===== config.mk =====
export PLATFORM = sky130hd
export DESIGN_NAME = instr_fetch
export DESIGN_NICKNAME = d
export VERILOG_FILES = /design/src/rtl/fetch_pkg.sv /design/src/rtl/fetch_timeout_ctr.sv /design/src/rtl/instr_fetch.sv
export SDC_FILE = /design/constraint.sdc
export NUM_CORES = 1
export LEC_CHECK = 0
export BUFFER_PORTS_ARGS = -buffer_cell sky130_fd_sc_hd__buf_2
export CORE_MARGIN = 2
export CORE_UTILIZATION = 50
export DETAILED_ROUTE_END_ITERATION = 8
export GPL_TIMING_DRIVEN = 0
export PLACE_DENSITY = 0.83
export SLEW_MARGIN = 10
export SYNTH_ARGS = -nofsm -noshare
export SYNTH_HDL_FRONTEND = slang
export SYNTH_SLANG_ARGS = --single-unit

===== constraint.sdc =====
create_clock -name clk -period 2.7 [get_ports clk]
set_input_delay 0.27 -clock clk [delete_from_list [all_inputs] [get_ports clk]]
set_output_delay 0.27 -clock clk [all_outputs]
set_load 0.01 [all_outputs]

===== src/rtl/fetch_pkg.sv =====
// Shared definitions for the instruction fetch stage: widths, PC step,
// halt opcode and the fetch controller state encoding.
// Imported by instr_fetch and fetch_timeout_ctr.
package fetch_pkg;

    localparam int         PC_W        = 16;
    localparam int         INSTR_W     = 16;
    localparam int         PC_STEP     = 2;
    localparam logic [3:0] HALT_OPCODE = 4'hF;

    typedef enum logic [2:0] {
        S_IDLE   = 3'd0,
        S_FETCH  = 3'd1,
        S_HOLD   = 3'd2,
        S_LOAD   = 3'd3,
        S_HALTED = 3'd4
    } fetch_state_e;

endpackage


===== src/rtl/fetch_timeout_ctr.sv =====
// Fetch watchdog: counts cycles spent waiting for an instruction memory ack.
// Latency: expired_o is combinational in the LIMIT-th consecutive start_i cycle.
// Backpressure: none; clear_i has priority over start_i.
// Ports: clk/rst (async active-high), start_i (count this cycle),
//        clear_i (restart count), expired_o (limit reached this cycle).
module fetch_timeout_ctr #(
    parameter int unsigned LIMIT = 64
) (
    input  logic clk,
    input  logic rst,
    input  logic start_i,
    input  logic clear_i,
    output logic expired_o
);

    localparam int CW = $clog2(LIMIT + 1);

    logic [CW-1:0] cnt_q;
    logic [CW-1:0] cnt_d;

    always_comb begin
        cnt_d = cnt_q;
        if (clear_i) begin
            cnt_d = '0;
        end else if (start_i) begin
            cnt_d = cnt_q + CW'(1);
        end
    end

    always_ff @(posedge clk or posedge rst) begin
        if (rst) begin
            cnt_q <= '0;
        end else begin
            cnt_q <= cnt_d;
        end
    end

    // cnt_q holds the number of earlier waiting cycles, so this cycle is
    // the LIMIT-th one when the count equals LIMIT-1.
    assign expired_o = start_i && !clear_i && (cnt_q == CW'(LIMIT - 1));

endmodule


===== src/rtl/instr_fetch.sv =====
// Instruction fetch: reads imem at pc_cur over req/ack, hands the word to
// decode over valid/ready, and sequences PC advance, redirect and halt.
// Latency: ack in cycle N -> ir_valid in N+1; one instruction per 2 cycles
// with zero-wait memory.
// Backpressure: ir_ready low holds the instruction in HOLD with halt_sig=1
// and no new imem request.
// Optional feature: FETCH_TIMEOUT_EN adds a fetch watchdog (fetch_err,
// halt on expiry); without it FETCH waits forever and fetch_err is 0.
// Ports: pc_cur/next_pc/halt_sig close the loop with the PC register;
//        imem_* is the memory read port; ir_* is the decode handshake;
//        redirect_* comes from execute; fetch_err is the sticky timeout flag.
module instr_fetch #(
    parameter int          PC_W           = fetch_pkg::PC_W,
    parameter int          INSTR_W        = fetch_pkg::INSTR_W,
    parameter logic [3:0]  HALT_OPCODE    = fetch_pkg::HALT_OPCODE,
    parameter int unsigned TIMEOUT_CYCLES = 64
) (
    input  logic               clk,
    input  logic               rst,
    input  logic [PC_W-1:0]    pc_cur,
    output logic [PC_W-1:0]    next_pc,
    output logic               halt_sig,
    output logic               imem_req,
    output logic [PC_W-1:0]    imem_addr,
    input  logic               imem_ack,
    input  logic [INSTR_W-1:0] imem_rdata,
    output logic               ir_valid,
    input  logic               ir_ready,
    output logic [INSTR_W-1:0] ir_data,
    output logic [PC_W-1:0]    ir_pc,
    input  logic               redirect_valid,
    input  logic [PC_W-1:0]    redirect_pc,
    output logic               fetch_err
);

    import fetch_pkg::*;

    fetch_state_e       state_q;
    fetch_state_e       state_d;
    logic               squash_q;
    logic               squash_d;
    logic [PC_W-1:0]    redirect_q;
    logic [PC_W-1:0]    redirect_d;
    logic [PC_W-1:0]    redirect_even;
    logic [PC_W-1:0]    pc_inc;
    logic               imem_req_q;
    logic               ir_valid_q;
    logic [INSTR_W-1:0] ir_data_q;
    logic [PC_W-1:0]    ir_pc_q;
    logic               capture;
    logic               timeout_exp;

    // Instructions are halfword aligned, so the target LSB is dropped.
    assign redirect_even = redirect_pc & ~PC_W'(1);
    assign pc_inc        = pc_cur + PC_W'(PC_STEP);

`ifdef FETCH_TIMEOUT_EN
    logic fetch_err_q;

    fetch_timeout_ctr #(
        .LIMIT (TIMEOUT_CYCLES)
    ) u_timeout (
        .clk       (clk),
        .rst       (rst),
        .start_i   (state_q == S_FETCH),
        .clear_i   ((state_q != S_FETCH) || imem_ack),
        .expired_o (timeout_exp)
    );

    always_ff @(posedge clk or posedge rst) begin
        if (rst) begin
            fetch_err_q <= 1'b0;
        end else if (timeout_exp) begin
            fetch_err_q <= 1'b1;
        end
    end

    assign fetch_err = fetch_err_q;
`else
    assign timeout_exp = 1'b0;
    assign fetch_err   = 1'b0;
`endif

    always_comb begin
        state_d    = state_q;
        squash_d   = squash_q;
        redirect_d = redirect_q;
        halt_sig   = 1'b1;
        next_pc    = pc_inc;
        capture    = 1'b0;
        case (state_q)
            S_IDLE: begin
                state_d = S_FETCH;
            end
            S_FETCH: begin
                // The request in flight is never aborted; a redirect only
                // marks its data for discard.
                if (redirect_valid) begin
                    redirect_d = redirect_even;
                    squash_d   = 1'b1;
                end
                if (imem_ack) begin
                    squash_d = 1'b0;
                    if (squash_q || redirect_valid) begin
                        state_d = S_LOAD;
                    end else begin
                        capture = 1'b1;
                        state_d = S_HOLD;
                    end
                end else if (timeout_exp) begin
                    state_d = S_HALTED;
                end
            end
            S_HOLD: begin
                // Redirect wins over a same-cycle handshake: the held
                // instruction is on the wrong path.
                if (redirect_valid) begin
                    redirect_d = redirect_even;
                    state_d    = S_LOAD;
                end else if (ir_ready) begin
                    if (ir_data_q[INSTR_W-1 -: 4] == HALT_OPCODE) begin
                        state_d = S_HALTED;
                    end else begin
                        halt_sig = 1'b0;
                        state_d  = S_FETCH;
                    end
                end
            end
            S_LOAD: begin
                halt_sig = 1'b0;
                next_pc  = redirect_valid ? redirect_even : redirect_q;
                state_d  = S_FETCH;
            end
            S_HALTED: begin
                state_d = S_HALTED;
            end
            default: begin
                state_d = S_IDLE;
            end
        endcase
    end

    always_ff @(posedge clk or posedge rst) begin
        if (rst) begin
            state_q    <= S_IDLE;
            squash_q   <= 1'b0;
            redirect_q <= '0;
            imem_req_q <= 1'b0;
            ir_valid_q <= 1'b0;
            ir_data_q  <= '0;
            ir_pc_q    <= '0;
        end else begin
            state_q    <= state_d;
            squash_q   <= squash_d;
            redirect_q <= redirect_d;
            imem_req_q <= (state_d == S_FETCH);
            ir_valid_q <= (state_d == S_HOLD);
            if (capture) begin
                ir_data_q <= imem_rdata;
                ir_pc_q   <= pc_cur;
            end
        end
    end

    assign imem_req  = imem_req_q;
    assign imem_addr = pc_cur;
    assign ir_valid  = ir_valid_q;
    assign ir_data   = ir_data_q;
    assign ir_pc     = ir_pc_q;

endmodule

# --- Word level (Yosys, flattened, before mapping) ---
# Cells that the tools add are included.
totals:
  reg_bits: 54
  output_inout_bits: 68
  elab_cells: 38
op_classes:
  addsub: 1
  eq_ne: 7
  n_mux: 17
  reduce_logical: 6
ops:
  columns: ["cell", "n"]
  rows:
  - ["16-bit two-way mux", 2]
  - ["16-bit by 2-bit adder with 16-bit output, second input constant", 1]
  - ["3-bit two-way mux", 4]
  - ["3-bit one-hot mux with 4 select lines", 1]
  - ["3-bit by 2-bit == test with 1-bit output, second input constant", 3]
  - ["1-bit two-way mux", 9]
  - ["3-bit by 1-bit == test with 1-bit output, second input constant", 2]
  - ["4-bit == test, second input constant", 1]
  - ["2-bit OR reduction", 2]
  - ["3-bit == test, second input constant", 1]
  - ["3-bit zero test", 1]
  - ["1-bit one-hot mux with 2 select lines", 1]
  - ["2-bit AND reduction", 1]
  - ["2-bit nonzero test", 1]
  - ["1-bit logical OR", 1]

# --- Longest topological paths before layout ---
# Gate-level depths: netlist (run 1).
logic_depth:
  ltp_word: 6
  ltp_mapped: 6

# --- Worst setup path after synthesis (run 1) ---
# Ideal clock, no wire load.
synth_timing:
  path_kind: "register to register"
  start: "register state_q[0]"
  end: "register redirect_q[10]"
  setup_time_ns: 0.125
  arrival_time_ns: 1.452
  t_required_ns: 2.575
  setup_slack_ns: 1.123
  path_stages_with_launch: 6
  path_buffers: 1
  path_cell_list: "dfrtp_1 nand2b_4 a21oi_4 and2_4 buf_8 mux2_4"
synth_via:
  elab_chain_cells: 2
  elab_cells_between_ends: 3
  classes_between: "eq/ne (2); reduce/logical (1)"
synth_rtl:
  columns: ["item", "line_no", "text"]
  rows:
  - ["from (decl)", "instr_fetch.sv:38", "fetch_state_e state_q;"]
  - ["from (signal assigned)", "instr_fetch.sv:153", "state_q <= state_d;"]
  - ["3-bit by 2-bit == test with 1-bit output or 3-bit by 1-bit == test with 1-bit output (tied branches)", "instr_fetch.sv:91", "case (state_q)"]
  - ["2-bit OR reduction (no line) *", null, null]
  - ["to (signal assigned)", "instr_fetch.sv:155", "redirect_q <= redirect_d;"]
  - ["to (decl)", "instr_fetch.sv:42", "logic [PC_W-1:0] redirect_q;"]
# Every way passes the cells marked *; elsewhere a longest branch is shown, timed or not.
# A chain may end at the register's enable or synchronous reset.

# --- Worst setup path in the final report (run 1) ---
layout_timing:
  start: "register state_q[2]"
  end: "output next_pc[12]"
layout_via:
  elab_chain_cells: 2
layout_rtl:
  columns: ["item", "line_no", "text"]
  rows:
  - ["3-bit by 2-bit == test with 1-bit output", "instr_fetch.sv:91", null]
  - ["16-bit two-way mux", "instr_fetch.sv:91", null]
  - ["to (decl)", "instr_fetch.sv:21", "output logic [PC_W-1:0] next_pc,"]
# No other way between the ends.

==> results of run 1 <==
sequential cells by signal, indices dropped and copies added (netlist names):
signal and count:
state_q 3, squash_q 1, ir_pc 16, redirect_q 16, ir_valid 1, imem_req 1
ir_data 16
report_power, final:
part	internal [mW]	switching [mW]	leakage [nW]
Combinational	0.595	0.547	1.09
Clock	0.278	0.271	0.0585
Sequential	1.12	0.161	0.638
worst max path at each step:
stage | end | depth (start not counted) | slack [ns] | from
after floorplan | imem_req | 1 | 1.12 | rst
after global placement | redirect_q[0] | 2 | 0.45 | rst
after detailed placement | next_pc[7] | 7 | 0.80 | redirect_valid
after CTS | next_pc[12] | 7 | 0.47 | state_q[2]
after global routing | next_pc[12] | 7 | 0.33 | state_q[2]
final | next_pc[12] | 7 | 0.46 | state_q[2]
routing by layer:
metal / wire (µm) / global-route usage / up-vias
met5: 0 / 0 / -
met4: 61 / 0.0552 / 0
met3: 535 / 0.0600 / 6
met2: 3250 / 0.355 / 98
met1: 2850 / 0.273 / 1083
li1: - / - / 1086
placed cells by master, fill, tap and decap left out, types with 2 or more instances in the layout:
master    instances
nand2_1           9
mux2i_1          11
mux2_4            9
nand2b_1          3
nand4_1           4
clkbuf_8          5
o21ai_0           4
mux2_2           33
nor4_1            4
nor2_1            7
xnor2_1          10
nor3_1            5
inv_1             2
a211oi_1         11
nand3_1           4
xor2_1            3
a21oi_1          16
nor2b_1          15
buf_4            20
dfrtp_1          54
buf_2           122
nand2b_4          2
cell type report:
cell class,instances,area [µm²]
Timing Repair Buffer,120,621
Sequential cell,54,1350
Clock inverter,3,43.8
Clock buffer,5,68.8
Tap cell,72,90.1
Buffer,27,194
Fill cell,456,1840
Multi-Input combinational cell,159,1290
Inverter,3,11.3
synthesized netlist by cell type (all sizes together):
cell type  instances
inv                3
nand2             10
clkbuf             2
xor2               3
nor2               8
conb               1
nor3               5
nor4               4
a211oi            11
nand3              5
mux2i             11
o21ai              4
ha                 1
nand2b             5
xnor2             10
nor3b              1
and2               1
a21oi             17
buf               25
nand4              4
nor2b             15
mux2              43
dfrtp             54
metrics by stage:
step           cell area [µm²]  utilization
2_1_floorplan             2850            -
3_3_place_gp              3530        0.641
3_5_place_dp              3550        0.644
4_1_cts                   3670        0.667
5_1_grt                   3670        0.667
6_report                  3670        0.667
kinds of logic (layout without fill, tap and decap cells):
| family | after synthesis | after routing | share of synthesized area |
|---|---|---|---|
| and+or+nand+nor | 58 | 58 | 0.117 |
| muxes | 54 | 54 | 0.221 |
| DFF | 54 | 54 | 0.475 |
| AOI/OAI and AO/OA | 32 | 32 | 0.0699 |
| buffers and inverters | 30 | 158 | 0.0721 |
| xor gates and xnor gates | 13 | 13 | 0.0400 |
| adders and majority gates | 1 | 1 | 0.00439 |
| other | 1 | 1 | 0.00132 |
repair_timing:
item | 4_1_cts | 5_1_grt
setup buffers | 0 | 0
hold buffers | 1 | 0
hold endpoints to repair | 1 | 0
==> reports/metrics.yaml, run 1 <==
peakVddDrop_v: 0.000552
clockBufferDepth: 2
finalHoldViolCount: 0
layout_min_cycle_time_ns: 2.24
fmax_ghz: 0.446
routedWlPerCell_um: 15.1
rsz0062_at_grt: "no"
worst_setup_path_end_kind: "primary output"
cpLargestDelayFamily: "buffers and inverters"
syn_avg_cell_area_um2: 11.7
htreeDepth: 2
relSlewSlack: 0.650
drtPass1Iterations: 4
power.total_mw: 2.97
ys_top_cells_by_area: "dfrtp_1, mux2_2, buf_4"
outcome: "completed"
synth_top_area_share: 0.475
final_max_slew_viol_count: 0
drt-vias-per-instance: 5.13
hold_class: "in2reg"
synth_cell_type_count: 33
reg2regPathDepth: 5
whs_endpoint: "squash_q"
clk_latency_ns: 0.30
p_per_area_nw_per_um2: 810
drt-initial-drc-count: 134
clock_skew_ns: 0.00742
ant_nets: 0
numCtsBuffers: 5
cts_resized: 0
p_leak_nw: 1.78
grt_usage: 0.213
placementRows: 27
worstPathCellList: "clkbuf_2 > nor2b_1 > nand2_2 > buf_2 > a211oi_1 > a21oi_1 > buf_2"
dp_slack_ns: 0.799
die_area_um2: 6320
design.core.area_um2: 5510
synth_nets: 297
synth_seq_cells: 54
dp.cells: 434
synth_top_cell_by_area: "dfrtp_1"
yosysWarnings: 0
cts.reportedPaths.clkPinSlew_ns: 0.10
layout_worst_path_cycle_share: 0.831
cp_max_fo: 10
cts_tree: "built"
setup_viol: 0
gp_congestion: 0.824
syn_to_final_growth_pct: 28.9
ioPinCount: 121
drv_cap: 0
drt_wl_total_mm: 6.70
fin_ws_ns: 0.456
r2r-end: "redirect_q[10]"
rr_startpoint: "state_q[0]"
cp_data_required_time_ns: 2.43
chipWidth_um: 79.5
holdPathStages: 2
dp_hpwl_mm: 5.27
syn_area_um2: 2850
grt_pass1_wl_mm: 10.5
r2r_slack_ns: 0.97
setup_tns_ns: 0
drc_errors: 0
fin_hold_ws_ns: 0.160
worst_pin_slew_ns: 0.524
hold_start: "imem_ack"
die_h_um: 79.5
diodes: 0
grt_antenna_before_repair: 0
cts_root_buf: "clkbuf_8"
synth_cells: 243
fin_nets: 424
crit_slowest_cell: "dfrtp_1"
via_count: 2273
stdcell_count: 443
max_stage_delay_ns: 0.37
io_buffers: 118
drive_gt1_frac: 0.547
grt_max_degree: 32
cts_sinks: 54
critPathBufInv: 3
yosysSeqAreaShare: 0.475
criticalPathCategory: "reg2out"
crit_arrival_ns: 1.97
worstSetupStartpointType: "register"
start_util: 0.517
cpMostUsedCell: "buf_2"
overflow: 0
grt_pass1_vias: 2151
Note: power is estimated with default switching activity, not from simulation.
==> run 2, diff against run 1 <==
ABC_AREA = 1   (was unset)
CORE_UTILIZATION = 44   (was 50)
PLACE_DENSITY = 0.77   (was 0.83)
clock period = 2 ns   (was 2.7 ns; I/O delays follow)
==> reports/metrics.yaml, run 2 <==
drt_wl_total_mm: 8.03  # +20%
drive_gt1_frac: 0.333  # -0.214
synth_edf_count: 0  # unchanged
final_max_slew_viol_count: 0  # unchanged
finalHoldViolCount: 0  # unchanged
synth_cells: 401  # +65%
via_count: 3062  # +35%
fin_nets: 582  # +37%
syn_area_um2: 2990  # +5.1%
fin_hold_ws_ns: 0.0664  # -0.0936 ns
async_flop_share: 1.00  # unchanged
p_per_area_nw_per_um2: 1260  # +56%
layout_worst_path_cycle_share: 0.929
hold_start: "imem_ack"
gp_congestion: 0.833  # +1.1%
ys_top_cells_by_area: "dfrtp_1, nand2_1, o21ai_0"
multi_input_area_um2: 1280  # -0.48%
worstSetupStartpointType: "register"
dp_hpwl_mm: 6.20  # +18%
rsz0062_at_grt: "no"
drtPass1Iterations: 5  # +1
numCtsBuffers: 5  # unchanged
die_h_um: 86.5  # +8.8%
register_area_um2: 1350  # unchanged
grt_usage: 0.214  # +0.000253
placementRows: 30  # +11%
layout_min_cycle_time_ns: 1.86
hold_class: "in2reg"
drv_cap: 0  # unchanged
rr_startpoint: "state_q[2]"
die_area_um2: 7480  # +18%
final_common_cell: "nand2_1"
grt_pass1_wl_mm: 12.8  # +23%
start_util: 0.448  # -0.0692
cts.reportedPaths.clkPinSlew_ns: 0.11  # about the same
chipWidth_um: 86.5  # +8.8%
design.core.area_um2: 6680  # +21%
n_fill_cell: 636  # +39%
drt-initial-drc-count: 160  # +19%
grt_pass1_vias: 2758  # +28%
setup_viol: 0  # unchanged
clk_latency_ns: 0.32  # +0.02 ns
synth_top_cell_by_area: "dfrtp_1"
syn_avg_cell_area_um2: 7.46  # -36%
crit_arrival_ns: 1.66  # -0.31 ns
fmax_ghz: 0.538
ant_nets: 0  # unchanged
netlist_top_cells_count: "nand2_1, dfrtp_1, o21ai_0"
peakVddDrop_v: 0.000452  # -18%
final_cell_mix: "nand2_1, buf_2, dfrtp_1, o21ai_0, nand3_1"
grt_antenna_before_repair: 0  # unchanged
synth_seq_cells: 54  # unchanged
cp-startpoint: "state_q[2]"
clock_skew_ns: 0.00493  # -0.00249 ns
grt_max_degree: 33  # +3.1%
yosysSeqAreaShare: 0.452  # -0.0230
routedWlPerCell_um: 13.2  # -13%
diodes: 0  # unchanged
synth_top_area_share: 0.452  # -0.0230
synth_nets: 455  # +53%
htreeDepth: 2  # unchanged
synth_cell_type_count: 26  # -21%
cts_sinks: 54  # unchanged
outcome: "completed"
cts_root_buf: "clkbuf_8"
drc_errors: 0  # unchanged
criticalPathCategory: "reg2out"
overflow: 0  # unchanged
ioPinCount: 121  # unchanged
yosysWarnings: 0  # unchanged
cts_tree: "built"
clockBufferDepth: 2  # unchanged
p_leak_nw: 2.15  # +21%
synth_flop_cell: "dfrtp_1"
cp_max_fo: 10  # unchanged
power.total_mw: 4.83  # +63%
synth.most_common_cell: "nand2_1"
worst_setup_path_end_kind: "primary output"
drt-vias-per-instance: 5.03  # -2.0%
syn_to_final_growth_pct: 27.8
io_buffers: 117  # -0.85%
cp_data_required_time_ns: 1.80  # -0.63 ns
## run 2: changes by cell type after synthesis, sizes merged, moves of 6 or more
cell    before  now
nor2         8   20
nor2b       15    0
mux2i       11    0
nand2       10  150
inv          3   34
xnor2       10    1
o21ai        4   51
a21oi       17    3
mux2        43    0
buf         25   31
nand3        5   38
a211oi      11    0
## run 2: cell type report
class	count	share of cell area
flip-flops and latches	54	0.353
multi-input cells	278	0.336
repair buffers	120	0.163
plain buffers	34	0.0612
inverters	35	0.0353
well taps	80	0.0262
clock buffers	5	0.0180
clock inverters	3	0.00752
## run 2: kinds of logic (layout without fill, tap and decap cells)
logic type               count (synthesis)  in the layout  synth area share
AND/OR/NAND/NOR                        215            215             0.300
buffers and inverters                   69            197             0.122
AO/OA/AOI/OAI                           57             57             0.110
flip-flops                              54             54             0.452
XOR/XNOR                                 4              4            0.0117
adder cells (fa/ha/maj)                  1              1           0.00418
other                                    1              1           0.00125
## run 2: what timing repair did
| item | in CTS | in global routing |
|---|---|---|
| resized for setup | 0 | 4 |
| hold buffers | 1 | 0 |
| endpoints found under the setup margin | 0 | 13 |
| endpoints found under the hold margin | 22 | 0 |
| setup buffers | 0 | 1 |
## run 2: final timing paths
kind,endpoint,slack [ns],depth (start not counted)
worst max register to register,redirect_q[10],0.44,5
worst min-delay path,squash_q,0.07,2
worst max-delay path,next_pc[5],0.14,7
max in group asynchronous,redirect_q[5],1.00,4
min in group asynchronous,ir_data[11],0.45,3
worst min register to register,ir_data[4],0.48,2
## run 2: report_power, final
| part | switching (mW) | leakage, nW | internal [mW] |
|---|---|---|---|
| clock network | 0.407 | 0.0502 | 0.261 |
| registers | 0.246 | 0.679 | 1.57 |
| logic | 1.47 | 1.42 | 0.879 |
## run 2: per-stage QoR
stage                util  setup slack, ns  setup TNS (ns)  cells  area, µm²
floorplan               -            0.485               0    401       2990
global placement    0.551           -0.178           -9.38    598       3680
detailed placement  0.554            0.405               0    599       3700
CTS                 0.570           0.0537               0    608       3810
global route        0.573          0.00466               0    609       3830
finish              0.573            0.142               0    609       3830
## run 2: per-layer routing
metal	GRT usage	up-vias	routed length, µm
li1	-	1508	-
met1	0.293	1436	3600
met2	0.355	100	3860
met3	0.0305	18	426
met4	0.0597	0	148
met5	0	-	0
## run 2: critical path: stages (launching register included)
cell,delay [ns]
dfrtp_1,0.40
inv_1,0.16
nand3_4,0.16
clkinvlp_4,0.15
buf_4,0.18
nand2_1,0.07
nand2_1,0.09
buf_2,0.13
